<file path="config.mk">
export PLATFORM = sky130hd
export DESIGN_NAME = spi_eep_slave
export DESIGN_NICKNAME = d
export VERILOG_FILES = /design/src/rtl/spi_eep_slave.sv
export SDC_FILE = /design/constraint.sdc
export NUM_CORES = 1
export LEC_CHECK = 0
export ABC_CLOCK_PERIOD_IN_PS = 2400
export CAP_MARGIN = 20
export CELL_PAD_IN_SITES_DETAIL_PLACEMENT = 1
export CELL_PAD_IN_SITES_GLOBAL_PLACEMENT = 1
export CORE_ASPECT_RATIO = 0.7
export CORE_MARGIN = 3
export CORE_UTILIZATION = 45
export CTS_CLUSTER_DIAMETER = 40
export DETAILED_ROUTE_END_ITERATION = 6
export GPL_TIMING_DRIVEN = 0
export PLACE_DENSITY_LB_ADDON = 0.1
export SLEW_MARGIN = 10
export SYNTH_ARGS = -nofsm -noshare
export SYNTH_HDL_FRONTEND = slang
export SYNTH_SLANG_ARGS = --single-unit
</file>
<file path="constraint.sdc">
create_clock -name clk -period 2.4 [get_ports clk]
set_input_delay 0.48 -clock clk [delete_from_list [all_inputs] [get_ports clk]]
set_output_delay 0.48 -clock clk [all_outputs]
set_load 0.005 [all_outputs]
</file>
<file path="src/rtl/spi_eep_slave.sv">
// -----------------------------------------------------------------------------
// spi_eep_slave
//
// SPI slave standing in for the calibration EEPROM. Receives 16-bit frames
// (MSB first: [15:14] op, [13:8] addr, [7:0] data) on SS_n/SCLK/MOSI,
// executes writes into a 64-byte array and reads into a response register,
// and returns that response on MISO during the following frame.
//
//   op 2'b01 : write   mem[addr] <= data
//   op 2'b00 : read    rsp <= {8'h00, mem[addr]}
//   op 2'b1x : no-op
//
// Ports:
//   clk, rst_n        system clock, asynchronous active-low reset
//   SS_n, SCLK, MOSI  SPI inputs, asynchronous to clk
//   MISO              serial response, 0 whenever the slave is not shifting
//   wr_pulse          one-cycle strobe per array write
//   wr_addr, wr_data  address/data of the most recent write (held)
//   frm_err           one-cycle strobe when a frame ends with count != 16
//
// Parameters:
//   SYNC_STAGES       synchronizer depth for the SPI inputs (2 or 3)
//   INIT_VAL          reset value of every array byte
//
// Build option:
//   SPI_EEP_WRPROT_EN  when defined, addresses 6'h00-6'h0F are write-protected
//                      while wp_lock is set. Write frame 16'h7F5A clears the
//                      lock, 16'h7FA5 sets it; neither is stored.
// -----------------------------------------------------------------------------
module spi_eep_slave #(
    parameter int          SYNC_STAGES = 2,
    parameter logic [7:0]  INIT_VAL    = 8'h00
) (
    input  logic       clk,
    input  logic       rst_n,
    input  logic       SS_n,
    input  logic       SCLK,
    input  logic       MOSI,
    output logic       MISO,
    output logic       wr_pulse,
    output logic [5:0] wr_addr,
    output logic [7:0] wr_data,
    output logic       frm_err
);

    typedef enum logic [1:0] {IDLE, SHIFT, EXEC} state_t;

    // SS_n/SCLK carry one extra history flop behind the synchronizer so edges
    // come from the last two stages.
    localparam int CHAIN = SYNC_STAGES + 1;

    logic [CHAIN-1:0]       ss_sync, sclk_sync;
    logic [SYNC_STAGES-1:0] mosi_sync;

    logic ss_fall, ss_rise, sclk_rise, sclk_fall, mosi_s;

    state_t      state_q, state_d;
    logic [15:0] rx_sr, tx_sr, rsp;
    logic [4:0]  bit_cnt;
    logic        held_fall;
    logic [7:0]  mem [64];

    logic [1:0]  op;
    logic [5:0]  cmd_addr;
    logic [7:0]  cmd_data;
    logic        mem_we;

`ifdef SPI_EEP_WRPROT_EN
    logic wp_lock;
    logic key_unlock, key_lock;
`endif

    // The SS_n chain resets to "selected": if SS_n is already low when reset
    // releases, no fall is seen and a half-finished frame is never picked up.
    always_ff @(posedge clk or negedge rst_n) begin
        if (!rst_n) begin
            ss_sync   <= '0;
            sclk_sync <= '0;
            mosi_sync <= '0;
        end else begin
            ss_sync   <= {ss_sync[CHAIN-2:0], SS_n};
            sclk_sync <= {sclk_sync[CHAIN-2:0], SCLK};
            mosi_sync <= {mosi_sync[SYNC_STAGES-2:0], MOSI};
        end
    end

    assign ss_fall   =  ss_sync[CHAIN-1]   & ~ss_sync[CHAIN-2];
    assign ss_rise   = ~ss_sync[CHAIN-1]   &  ss_sync[CHAIN-2];
    assign sclk_rise = ~sclk_sync[CHAIN-1] &  sclk_sync[CHAIN-2];
    assign sclk_fall =  sclk_sync[CHAIN-1] & ~sclk_sync[CHAIN-2];
    assign mosi_s    =  mosi_sync[SYNC_STAGES-1];

    // ---------------------------------------------------------------- FSM
    always_ff @(posedge clk or negedge rst_n) begin
        if (!rst_n) state_q <= IDLE;
        else        state_q <= state_d;
    end

    // NOTE: every combinational output gets a default first so no path can
    // leave it unassigned and infer a latch.
    always_comb begin
        state_d = state_q;
        case (state_q)
            IDLE:    if (ss_fall || held_fall) state_d = SHIFT;
            SHIFT:   if (ss_rise) state_d = (bit_cnt == 5'd16) ? EXEC : IDLE;
            EXEC:    state_d = IDLE;
            default: state_d = IDLE;
        endcase
    end

    // ---------------------------------------------------------------- decode
    assign op       = rx_sr[15:14];
    assign cmd_addr = rx_sr[13:8];
    assign cmd_data = rx_sr[7:0];

    always_comb begin
        mem_we = (state_q == EXEC) && (op == 2'b01);
`ifdef SPI_EEP_WRPROT_EN
        key_unlock = (rx_sr[13:0] == 14'h3F5A);
        key_lock   = (rx_sr[13:0] == 14'h3FA5);
        if (key_unlock || key_lock || (wp_lock && cmd_addr[5:4] == 2'b00))
            mem_we = 1'b0;
`endif
    end

    // ---------------------------------------------------------------- datapath
    // NOTE: sequential state uses non-blocking assignments only, so every
    // register samples the pre-edge value of every other register.
    always_ff @(posedge clk or negedge rst_n) begin
        if (!rst_n) begin
            rx_sr     <= '0;
            tx_sr     <= '0;
            rsp       <= '0;
            bit_cnt   <= '0;
            held_fall <= 1'b0;
            wr_pulse  <= 1'b0;
            wr_addr   <= '0;
            wr_data   <= '0;
            frm_err   <= 1'b0;
`ifdef SPI_EEP_WRPROT_EN
            wp_lock   <= 1'b1;
`endif
        end else begin
            wr_pulse  <= 1'b0;
            frm_err   <= 1'b0;
            // A select arriving during EXEC is remembered and taken from IDLE.
            held_fall <= (state_q == EXEC) && ss_fall;
            case (state_q)
                IDLE: begin
                    if (state_d == SHIFT) begin
                        bit_cnt <= '0;
                        tx_sr   <= rsp;
                    end
                end
                SHIFT: begin
                    if (ss_rise) begin
                        if (bit_cnt != 5'd16) frm_err <= 1'b1;
                    end else begin
                        if (sclk_rise) begin
                            rx_sr <= {rx_sr[14:0], mosi_s};
                            if (bit_cnt != 5'd17) bit_cnt <= bit_cnt + 5'd1;
                        end
                        if (sclk_fall) tx_sr <= {tx_sr[14:0], 1'b0};
                    end
                end
                EXEC: begin
                    if (mem_we) begin
                        wr_pulse <= 1'b1;
                        wr_addr  <= cmd_addr;
                        wr_data  <= cmd_data;
                    end
                    if (op == 2'b00) rsp <= {8'h00, mem[cmd_addr]};
`ifdef SPI_EEP_WRPROT_EN
                    if (op == 2'b01 && key_unlock) wp_lock <= 1'b0;
                    if (op == 2'b01 && key_lock)   wp_lock <= 1'b1;
`endif
                end
                default: ;
            endcase
        end
    end

    // NOTE: the array is reset because its power-up contents are defined
    // (INIT_VAL); this costs a reset on every byte rather than a RAM macro.
    always_ff @(posedge clk or negedge rst_n) begin
        if (!rst_n) begin
            for (int i = 0; i < 64; i++) mem[i] <= INIT_VAL;
        end else if (mem_we) begin
            mem[cmd_addr] <= cmd_data;
        end
    end

    assign MISO = (state_q == SHIFT) & tx_sr[15];

endmodule

</file>
==> out/results.tsv <==
stage	metric	value	unit
setup_path	FF-to-FF setup slack	-0.28	ns
setup_path	most used cell, CP	buf_12	
grt	Tot GR Track Use	0.348	
yosys	syn_area_per_cell	14.1	um^2
floorplanning	io pins	22	
placed_design	Final GP Congestion	0.961	
cts	clk slew on worst S/H paths	0.07	ns
setup_path	CP Cell Sequence	buf_12, buf_16, buf_6, nor2_4, buf_12, clkbuf_16, a221oi_1, nor2_1, o21ai_0, nor4b_2, a31oi_1	
power	Sequential Power Share	0.416	
detailed_routing	vias	19140	
sta	setup skew after layout	0.0164	ns
setup_path	required time of the critical path	2.90	ns
sta	Max-slew headroom	0.327	
hold_path	Worst Hold Class	input port to flip-flop	
yosys	Yosys reg bits	584	
layout	Area Overhead vs Synth	24.5	%
setup_path	Worst EP arrival	3.17	ns
yosys	synthesized instance count	1880	
sta	Min Hold Slack	0.297	ns
detailed_routing	drt initial violations	2197	
detailed_routing	detailed-route wire length per cell	37.3	um
sta	Setup Total Neg Slack	-1.62	ns
power	Pleak	15.4	nW
power	Power Density	732	nW/um^2
setup_path	Slowest-stage cell, CP	dfrtp_2	
sta	final hold viol count	0	
power	Switching Fraction	0.292	
cts	CTS H-tree lvls	3	
grt	initial antenna violation count	5	
floorplanning	Core Rows	73	
power	maximum VDD drop	0.820	mV
grt	largest net degree at the start of global routing	106	
power	Int Pwr	17.0	mW
setup_path	Critical path buffers and inverters	5	
grt	vias in the first global route	19757	
layout	area taken by flip-flops and latches	14600	um^2
detailed_routing	Vias/cell	6.64	
cts	clk_lat worst skew	0.63	ns
power	P_sw	7.04	mW
sta	Tightest Pin Transition	1.01	ns
setup_path	slowest stage delay, CP	0.47	ns
detailed_routing	Final ANT Viol Nets	0	
placed_design	DP Worst Slack	-1.22	ns
setup_path	reg-to-reg endpoint	rsp[3]	
yosys	Yosys Warn Count	0	
cts	CTS buffer count	74	
setup_path	Critical Path Stages	11	
job	Max Cap Violations	0	
sta	Max Fclk	374	MHz
yosys	Synth cell types	68	
layout	Fillers	5360	
grt	gr ovfl total	0	
floorplanning	Die W	296	um
floorplanning	die height	209	um
run_status	status	finished with violations	
yosys	Synth Flop Type	dfrtp_1	
sta	crit path time final	2.68	ns
setup_path	worst setup path startpoint	rx_sr[8]	
floorplanning	core area	57500	um^2
floorplanning	initial core utilization	0.460	
run_status	failing checks	negative setup slack	
layout	Multi-input gate area	12100	um^2
sta	max-slew violation count	0	
layout	antenna diode count	0	
setup_path	crit end category	flip-flop	
setup_path	Reg2Reg Depth	11	
floorplanning	die area	61800	um^2
yosys	sequential fraction of the synthesis area	0.553	
yosys	cell area after synthesis	26400	um^2
yosys	fraction of registers with async set/reset	1.00	
setup_path	Worst R2R Start	rx_sr[8]	
grt	first-pass GRT wire length	150	mm
cts	TritonCTS clock tree	done	
layout	Util after Layout	0.573	
setup_path	Worst path top cell family by delay	buffers and inverters	
setup_path	crit path kind	flip-flop to flip-flop	
yosys	syn_nets	1888	
yosys	number of synthesized flops with an enable pin	0	
setup_path	Critical Path End	rsp[3]	
placed_design	port bufs	21	
layout	share of layout cells above drive strength 1	0.517	
sta	final setup fails	31	
power	clock network power share	0.471	
detailed_routing	detailed-route DRC error count	0	
sta	Final Cycle Share	1.11	
setup_path	Crit Path Max Fanout	8	
power	Gate power share	0.113	
cts	clock buffer depth	3	
cts	root buf cell	clkbuf_16	
layout	Final Net Count	2083	
detailed_routing	DR pass1 iterations	6	
sta	RSZ-0062 raised after global routing	yes	
detailed_routing	wirelength, routed	107	mm
setup_path	Worst setup SP type	flip-flop	
placed_design	Post-DP HPWL	70.0	mm
sta	setup ws final	-0.275	ns
cts	# clock sinks	584	
==> cell families (layout without fill, tap and decap cells) <==
family	after synthesis	in the layout	share of synthesized area
mux	678	678	0.305
flops	584	584	0.553
simple gates	207	207	0.0439
buf+inv	145	396	0.0253
compound gates	260	260	0.0712
fa+ha+maj	3	3	0.00142
xor+xnor	3	3	0.000994
==> metrics by stage <==
step	instance area, um^2	instances	total power, mW
floorplan	26400	1880	11.1
global placement	27600	2651	12.6
detailed placement	27900	2664	12.7
CTS	32500	2865	24.1
global route	32900	2881	24.7
finish	32900	2881	24.1
==> layout by cell type, fill, tap and decap left out, types with 36 or more instances in the layout <==
| cell | instances |
|---|---|
| buf_12 | 42 |
| buf_4 | 61 |
| clkbuf_1 | 75 |
| clkbuf_16 | 80 |
| dfrtp_1 | 580 |
| mux2_2 | 584 |
| mux2i_1 | 37 |
| mux4_2 | 38 |
| nand2_1 | 36 |
| nor2_4 | 37 |
==> final cells by class <==
type                       count  area share
buffer                       131      0.0356
clock buffer                 100      0.0645
clock inverter                32      0.0101
inverter                       6    0.000912
multi-input combinational   1151       0.366
sequential                   584       0.444
tap                          750      0.0285
timing repair buffer         127      0.0501
==> repair_timing <==
| action | CTS | global route |
|---|---|---|
| cloned | 2 | 1 |
| pin swaps | 51 | 14 |
| setup buffers | 72 | 16 |
| endpoints found under the hold margin | 52 | 0 |
| resized for setup | 323 | 45 |
| setup endpoints to repair | 543 | 402 |
| hold buffers | 2 | 0 |
==> synth_stat cells (3+ instances only) <==
cell type,n,share of area
mux4_1,3,0.0030
a211oi_1,3,0.00085
o21ai_0,44,0.0083
buf_2,33,0.0062
o32a_1,6,0.0023
a31oi_1,6,0.0014
nand2b_1,3,0.00071
mux2i_1,47,0.018
buf_1,7,0.00099
ha_1,3,0.0014
nor2_2,33,0.0078
inv_1,6,0.00085
nand2_1,56,0.0079
clkbuf_1,84,0.012
nand3_1,11,0.0021
xor2_1,3,0.00099
nor3_1,4,0.00076
mux4_2,38,0.032
nor2_1,40,0.0057
a22oi_1,38,0.011
a221oi_1,53,0.018
nand2_4,9,0.0038
a221o_1,9,0.0034
nand2_2,12,0.0028
dfrtp_1,584,0.55
nor2b_1,7,0.0017
o2111ai_1,4,0.0013
a22o_1,21,0.0070
a21oi_1,31,0.0059
buf_6,8,0.0034
and2_1,6,0.0014
mux2_2,586,0.25
buf_4,6,0.0017
o22ai_1,24,0.0057
o2bb2ai_1,3,0.00099
mux2_1,3,0.0013
and3_1,3,0.00071
o221ai_1,3,0.00099
==> per-layer routing <==
metal	track usage	share of wire	routed length, um
met3	0.115	0.11	11500
met4	0.151	0.046	4980
met1	0.497	0.43	46100
met5	0	0.00085	91
met2	0.481	0.42	44800
==> power groups by stage <==
stage	registers, mW	clock network (mW)	logic (mW)
3_5_place_dp	10.2	0	2.52
4_1_cts	10.0	11.4	2.63
6_report	10.0	11.3	2.72
5_1_grt	10.0	11.9	2.78
3_3_place_gp	10.2	0	2.43
2_1_floorplan	10.2	0	0.900
==> registers in the layout, summed over array words and instances (netlist names) <==
| name | count |
|---|---|
| tx_sr | 16 |
| wr_addr | 6 |
| mem | 512 |
| rsp | 8 |
| bit_cnt | 5 |
| state_q | 2 |
| rx_sr | 16 |
| held_fall | 1 |
| ss_sync | 3 |
| wr_pulse | 1 |
| frm_err | 1 |
| mosi_sync | 2 |
| wr_data | 8 |
| sclk_sync | 3 |
==> worst min path at each step <==
stage,start,endpoint,cells after the start
final,SS_n,ss_sync[0],1
after global routing,SS_n,ss_sync[0],1
after CTS,SS_n,ss_sync[0],1
after detailed placement,sclk_sync[0],sclk_sync[1],0
after global placement,ss_sync[0],ss_sync[1],0
after floorplan,rst_n,bit_cnt[0],0
Power figures use the tool's default switching activity.
==> edit (same settings) <==
Add a define of `SPI_EEP_WRPROT_EN`.
--- a/src/rtl/spi_eep_slave.sv
+++ b/src/rtl/spi_eep_slave.sv
@@ -27,6 +27,8 @@
 //                      while wp_lock is set. Write frame 16'h7F5A clears the
 //                      lock, 16'h7FA5 sets it; neither is stored.
 // -----------------------------------------------------------------------------
+`define SPI_EEP_WRPROT_EN
+
 module spi_eep_slave #(
     parameter int          SYNC_STAGES = 2,
     parameter logic [7:0]  INIT_VAL    = 8'h00
Check against the original RTL: no difference found for any inputs over 10 cycles, from zero or initial values and one cycle with rst_n low; that may be too few to reach the edited logic, so the function may still have changed.
==> edit against the original RTL <==
The run still ends with setup timing left; final area rose by 3.0%; wire length rose by 7.5%; setup slack improved by 170 ps; clock skew rose by 12 ps; synthesized area rose by 2.5%; combinational power fell by 12%; total power rose by 2.4%; highest routed layer unchanged; sequential cell count rose by 1.
==> edit: results (changes against the original RTL) <==
[global_route]
first_global_vias = 20400  ; +3.5%
antenna_found_initial = 13  ; +8
grtUsageTotal = 0.365  ; +0.0170
grt_max_degree = 116  ; +9.4%
grt_pass1_wl_um = 161000  ; +6.9%

[placement]
dp_slack_ps = -1540  ; -323 ps
place_area_sq_um = 28600  ; +2.5%
hpwl_um = 75800  ; +8.2%
place_congestion = 0.999  ; +4.0%
dp_cells = 2840  ; +6.6%

[final_layout]
top_regs = mem x512, rx_sr x16, tx_sr x16
nets = 2201  ; +5.7%
drive_above_1_share = 0.482  ; -0.0349

[synth]
synth.avg_cell_area_sq_um = 13.5  ; -4.0%
synth-seq-area-share = 0.540  ; -0.0124
ys_types = 74  ; +8.8%
synth_nets = 2014  ; +6.7%
synth_common_cells = 584 x dfrtp_1, 571 x mux2_2, 123 x nand2_1
netlist_top_cells_area = dfrtp_1 54%, mux2_2 24%, mux2i_1 3.3%

[power_and_ir_drop]
peakVddDrop_uv = 532  ; -35%
leakagePower_uw = 0.0154  ; about the same

[status]
violations = setup timing
outcome = finished, violations left

[timing]
fin_tns_setup_ps = -3980  ; -2360 ps
setup_ws_ps = -106  ; +170 ps
timing.hold.ws_ps = 305  ; +7.77 ps
worst_pin_slew_ps = 1240  ; +235 ps
setup_viol = 98  ; +220%

[setup_path]
worst_r2r_endpoint = rsp[0]
regToRegStartpoint = rx_sr[9]
critPathMaxFanout = 11  ; +3
worstPathArrival_ps = 3020  ; -150 ps
worstRegToRegCells = 9  ; -2

[hold_path]
min_to = mosi_sync[0]
hp-start = MOSI
hp-class = in -> reg

[route]
viasPerCell = 6.56  ; -1.3%
drtIter0Drc = 2205  ; +0.36%
dr.pass1.iters = 5  ; -1
avgRoutedWirePerCell_um = 37.8  ; +1.4%

[clock_tree]
clk_latency_ps = 630  ; about the same
clk_pin_slew_worst_paths_ps = 60
cts_buffers = 76  ; +2.7%

## edit: changes by cell type after synthesis, moves of 15 or more
| cell | change |
|---|---|
| nand2b_1 | +17 |
| a221oi_1 | -23 |
| mux2_2 | -15 |
| buf_2 | +16 |
| nand2_1 | +67 |
| mux2i_1 | +42 |
| nor2_2 | -17 |
## edit: logic make-up after synthesis
group,share of synthesized area
and+or+nand+nor,0.0675
xor gates and xnor gates,0.000970
adders and majority gates,0.00139
DFF,0.540
AOI/OAI and AO/OA,0.0652
buffers and inverters,0.0271
muxes,0.298
## edit: repair_timing
action	in CTS	in global routing
buffers inserted	71	6
hold buffers	1	0
endpoints found under the setup margin	539	323
hold endpoints to repair	70	0
pin swaps	37	16
gates resized for setup	346	79
cloned	1	0
## edit: routing by layer
| metal | vias up | share of wire | track usage |
|---|---|---|---|
| met1 | 10700 | 0.43 | 0.516 |
| met3 | 308 | 0.11 | 0.115 |
| li1 | 7798 | - | - |
| met2 | 1198 | 0.42 | 0.517 |
| met5 | - | 0.00011 | 0 |
| met4 | 2 | 0.048 | 0.159 |
## edit: power breakdown
group | switching, uW | leakage [uW] | internal [uW]
clock network | 4630 | 0.00129 | 7580
registers | 140 | 0.00815 | 9930
logic | 2050 | 0.00593 | 341
## edit: area by class of cell
class / instances / area, sq um
Sequential cell: 585 / 14600
Clock inverter: 36 / 548
Antenna cell: 6 / 15.0
Fill cell: 5577 / 25100
Buffer: 147 / 1420
Timing Repair Buffer: 116 / 1500
Clock buffer: 99 / 2130
Tap cell: 798 / 998
Inverter: 7 / 38.8
Multi-Input combinational cell: 1260 / 12600
## edit: worst max-delay path, cell delays in order, from the launching register on
cell	delay, ps
dfrtp_1	350
buf_6	160
buf_8	220
buf_16	200
buf_6	240
buf_8	260
a21oi_1	70
o21ai_1	280
o2111ai_2	200
o32a_1	380
